File: src/rtl/step_pulse_out.sv
// step_pulse_out: turns single-cycle step strobes into timed STEP/DIR pin pulses and tracks signed axis position.
module step_pulse_out #(
  parameter int CNT_W = 16,
  parameter int POS_W = 32
) (
  input  logic             clk,
  input  logic             reset,
  input  logic             step_stb,
  input  logic             dir_in,
  input  logic [CNT_W-1:0] pulse_len,
  input  logic [CNT_W-1:0] setup_len,
  input  logic             pos_load,
  input  logic [POS_W-1:0] pos_val,
  input  logic             clr_err,
  output logic             step_out,
  output logic             dir_out,
  output logic [POS_W-1:0] position,
  output logic             busy,
  output logic             overrun
);
  typedef enum logic [1:0] {IDLE, SETUP, PULSE, LOW} state_t;
  state_t state_q, state_d;
  logic [CNT_W-1:0] cnt_q, cnt_d, pl, sl;
  logic [POS_W-1:0] pos_q, pos_d;
  logic req_q, req_d, req_dir_q, req_dir_d, step_q, step_d, dir_q, dir_d, ovr_q, ovr_d;
  logic consume, rise, drop;
  // counter reload values are L-1 with a zero length treated as one
  assign pl = (pulse_len == '0) ? '0 : pulse_len - CNT_W'(1);
  assign sl = (setup_len == '0) ? '0 : setup_len - CNT_W'(1);
  always_comb begin
    state_d = state_q;
    cnt_d   = cnt_q;
    step_d  = step_q;
    dir_d   = dir_q;
    consume = 1'b0;
    rise    = 1'b0;
    case (state_q)
      IDLE: if (req_q) begin
        consume = 1'b1;
        if (req_dir_q == dir_q) rise = 1'b1;
        else begin
          dir_d   = req_dir_q;
          state_d = SETUP;
          cnt_d   = sl;
        end
      end
      SETUP: if (cnt_q == '0) rise = 1'b1; else cnt_d = cnt_q - CNT_W'(1);
      PULSE: if (cnt_q == '0) begin
        step_d  = 1'b0;
        state_d = LOW;
        cnt_d   = pl;
      end else cnt_d = cnt_q - CNT_W'(1);
      LOW: if (cnt_q == '0) state_d = IDLE; else cnt_d = cnt_q - CNT_W'(1);
      default: state_d = IDLE;
    endcase
    if (rise) begin
      state_d = PULSE;
      step_d  = 1'b1;
      cnt_d   = pl;
    end
    drop      = step_stb & req_q & ~consume;
    req_d     = step_stb | (req_q & ~consume);
    req_dir_d = (step_stb & ~drop) ? dir_in : req_dir_q;
    ovr_d     = drop | (ovr_q & ~clr_err);
    pos_d     = pos_load ? pos_val : rise ? (dir_d ? pos_q + POS_W'(1) : pos_q - POS_W'(1)) : pos_q;
  end
  always_ff @(posedge clk) begin
    if (reset) begin
      state_q   <= IDLE;
      cnt_q     <= '0;
      req_q     <= 1'b0;
      req_dir_q <= 1'b0;
      step_q    <= 1'b0;
      dir_q     <= 1'b0;
      ovr_q     <= 1'b0;
      pos_q     <= '0;
    end else begin
      state_q   <= state_d;
      cnt_q     <= cnt_d;
      req_q     <= req_d;
      req_dir_q <= req_dir_d;
      step_q    <= step_d;
      dir_q     <= dir_d;
      ovr_q     <= ovr_d;
      pos_q     <= pos_d;
    end
  end
  assign step_out = step_q;
  assign dir_out  = dir_q;
  assign position = pos_q;
  assign overrun  = ovr_q;
  assign busy     = (state_q != IDLE) | req_q;
endmodule

File: config.mk
export PLATFORM = sky130hd
export DESIGN_NAME = step_pulse_out
export DESIGN_NICKNAME = d
export VERILOG_FILES = /design/src/rtl/step_pulse_out.sv
export SDC_FILE = /design/constraint.sdc
export NUM_CORES = 1
export LEC_CHECK = 0
export ABC_AREA = 1
export CAP_MARGIN = 20
export CORE_UTILIZATION = 40
export DETAILED_ROUTE_END_ITERATION = 7
export GPL_TIMING_DRIVEN = 0
export PLACE_DENSITY = 0.66
export SYNTH_ARGS = -nofsm -noshare
export SYNTH_HDL_FRONTEND = slang
export SYNTH_SLANG_ARGS = --single-unit
File: constraint.sdc
create_clock -name clk -period 8.65 [get_ports clk]
set_input_delay 1.73 -clock clk [delete_from_list [all_inputs] [get_ports clk]]
set_output_delay 1.73 -clock clk [all_outputs]
set_load 0.1 [all_outputs]
==> results.json <==
{
  "num_antenna_cells": 0,
  "drc": 0,
  "dp_cells": 1494,
  "grt_pass1_vias": 6760,
  "path_class": "flop to output port",
  "dp_hpwl_mm": 16.6,
  "ys_async_sr_fraction_pct": 0,
  "synth_compound_area_share_pct": 13.7,
  "cp_slowest_cell": "clkdlybuf4s50_1",
  "grt_pass1_wl_mm": 32.6,
  "fill_cells": 1774,
  "hp-class": "flop to flop",
  "cts_buffers": 5,
  "overflow": 0,
  "cp_max_fo": 6,
  "cp-start-kind": "flop",
  "muxShareOfSynthArea_pct": 0,
  "timing.final.crit_share_pct": 47.5,
  "synth_top_family_by_area": "simple AND/OR/NAND/NOR gates",
  "setup_viol": 0,
  "cp.arrival_ns": 2.38,
  "clk_latency_ns": 0.30,
  "grtUsageTotal_pct": 24.3,
  "max_slew_margin_pct": 32.7,
  "root_buffer": "clkbuf_16",
  "wl_mm": 20.1,
  "cts_setup_buffers": 0,
  "wire_per_inst_um": 13.4,
  "powerDensity_mw_per_mm2": 196,
  "cts_tree": "built",
  "dp_slack_ns": 4.75,
  "synth_edf_count": 0,
  "dieArea_mm2": 0.0170,
  "htree_levels": 2,
  "fin_worst_skew_ns": 0.00799,
  "nets": 1399,
  "die_w_um": 130,
  "coreArea_mm2": 0.0160,
  "crit_start": "state_q[0]",
  "slew_violations": 0,
  "fin_cells": 1502,
  "numPortBuffers": 104,
  "rsz0062_at_grt": "no",
  "vdd_drop_max_mv": 0.102,
  "clk_pin_slew_ns": 0.08,
  "required_ns": 6.92,
  "p_leak_nw": 4.07,
  "drive_gt1_share_pct": 6.38,
  "reg2reg_from": "state_q[0]",
  "path_depth": 4,
  "die_h_um": 130,
  "start_util_pct": 41.3,
  "maxCapViolCount": 0,
  "hold_path_startpoint": "overrun",
  "worst_pin_slew_ns": 1.01,
  "fmax_ghz": 0.243,
  "critPathTopFamily": "buffers and inverters",
  "yosys_warnings": 0,
  "syn2layout_area_growth_pct": 22.6,
  "rows": 46,
  "r2r_cells": 19,
  "yosysSeqAreaShare_pct": 16.7,
  "cts_max_path_buffers": 2,
  "synthAdderAreaFrac_pct": 8.45,
  "path_cells": "inv_1 > ha_1 > nand2_1 > clkdlybuf4s50_1",
  "syn-cell-area_mm2": 0.00660,
  "finalHoldViolCount": 0,
  "fin_crit_ns": 4.11,
  "yosys.area_share.simple_pct": 44.1,
  "grt_max_degree": 20,
  "drt-initial-drc-count": 398,
  "synth_flop_cell": "dfxtp_1",
  "numClockSinks": 55,
  "synthCells": 1173,
  "max_stage_delay_ns": 1.13,
  "ant_nets": 0,
  "cts_hold_buf": 0,
  "ys_ff_latch": 55,
  "finalWeightedCongestion": 0.931,
  "critPathBufInv": 2,
  "syn-num-nets": 1287,
  "vias": 7317,
  "synth_area_per_cell_um2": 5.63,
  "drt_first_pass_iters": 5,
  "synth_cell_types": 42,
  "fin_tns_setup_ns": 0,
  "yosys.area_share.xor_xnor_pct": 5.04,
  "vias_per_cell": 4.87,
  "antenna_found_initial": 0,
  "ioPinCount": 106,
  "ctsResizeCount": 0,
  "timing.final.ws_setup_ns": 4.54,
  "status": "finished clean",
  "worstHoldPathCells": 2,
  "critPathCaptureType": "output port"
}
flip-flops by register name (all words and copies together), names as in the netlist:
register and count:
position 32, req_dir_q 1, req_q 1, cnt_q 16
state_q 2, step_out 1, overrun 1, dir_out 1
placed cells by master (no fill, tap or decap), drive strengths merged, types with 2 or more instances in the layout:
cell type,count
a31oi,5
xnor2,16
clkinv,3
clkbuf,14
o21ai,46
nor2,151
or2,4
ha,43
xor2,22
inv,162
nand4,10
o211ai,2
nand3,64
buf,17
dfxtp,55
a21oi,95
nor3,12
o21bai,4
clkdlybuf4s50,104
nand3b,6
nand2,444
power by group:
part	switching (mW)	internal, mW	leakage, nW
sequential	0.0374	0.286	0.454
combinational	0.700	0.347	3.55
clock	0.104	0.109	0.0742
total	0.842	0.742	4.07
worst paths after layout:
path	slack (ns)	to
setup / recovery	4.54	busy
hold / removal	0.47	overrun
setup reg to reg	4.92	position[28]
hold reg to reg	0.47	overrun
Yosys cell counts, drive strengths merged (6+ instances only):
| master | n | share of area, % |
|---|---|---|
| nand3 | 64 | 5.9 |
| clkbuf | 9 | 0.51 |
| dfxtp | 55 | 17 |
| nand2 | 444 | 26 |
| nor3 | 12 | 0.99 |
| inv | 161 | 9.2 |
| xor2 | 22 | 2.9 |
| a21oi | 95 | 8.2 |
| xnor2 | 16 | 2.1 |
| nand4 | 10 | 1.2 |
| nand3b | 6 | 0.68 |
| o21ai | 46 | 3.5 |
| ha | 43 | 8.2 |
| buf | 16 | 2.2 |
| nor2 | 151 | 9.3 |
per-layer routing:
layer | track usage (%) | share of wire, % | vias up
li1 | - | - | 3904
met1 | 30.0 | 45 | 3229
met2 | 44.6 | 49 | 153
met3 | 2.00 | 3.4 | 31
met4 | 7.84 | 2.6 | 0
met5 | 0 | 0 | -
area by class of cell:
class / instances / area, um2 / area share (%)
plain buffers: 25 / 176 / 2.18
clock buffers: 5 / 125 / 1.55
clock inverters: 3 / 22.5 / 0.278
inverters: 162 / 613 / 7.57
multi-input cells: 931 / 4720 / 58.3
flip-flops and latches: 55 / 1100 / 13.6
well taps: 216 / 270 / 3.34
repair buffers: 105 / 1070 / 13.2
metrics by stage:
stage	power [mW]	hold slack [ns]	cell area, um2	util [%]
5_1_grt	1.73	0.505	8100	50.6
4_1_cts	1.59	0.469	8100	50.6
6_report	1.58	0.466	8100	50.6
3_3_place_gp	1.36	0.453	7910	49.5
3_5_place_dp	1.37	0.459	7950	49.7
2_1_floorplan	1.11	0.469	6600	-
worst register-to-register path, cell delays in order, from the launching register on:
cell,delay [ns]
dfxtp_1,0.43
inv_1,0.13
ha_1,0.29
nand2_1,0.18
inv_1,0.07
or2_2,0.30
o21ai_4,0.26
buf_16,0.24
inv_1,0.07
fa_1,0.42
o21ai_1,0.38
nand2_1,0.09
nand2_1,0.15
nand2_1,0.07
nand2_1,0.12
nand2_1,0.15
nand2_1,0.10
nand2_1,0.06
nand3_2,0.06
a21oi_2,0.04
logic make-up after synthesis:
group,after synthesis
XOR/XNOR,38
buffers and inverters,187
flip-flops,55
adder cells (fa/ha/maj),44
AO/OA/AOI/OAI,158
AND/OR/NAND/NOR,691
Note: power is estimated with default switching activity, not from simulation.
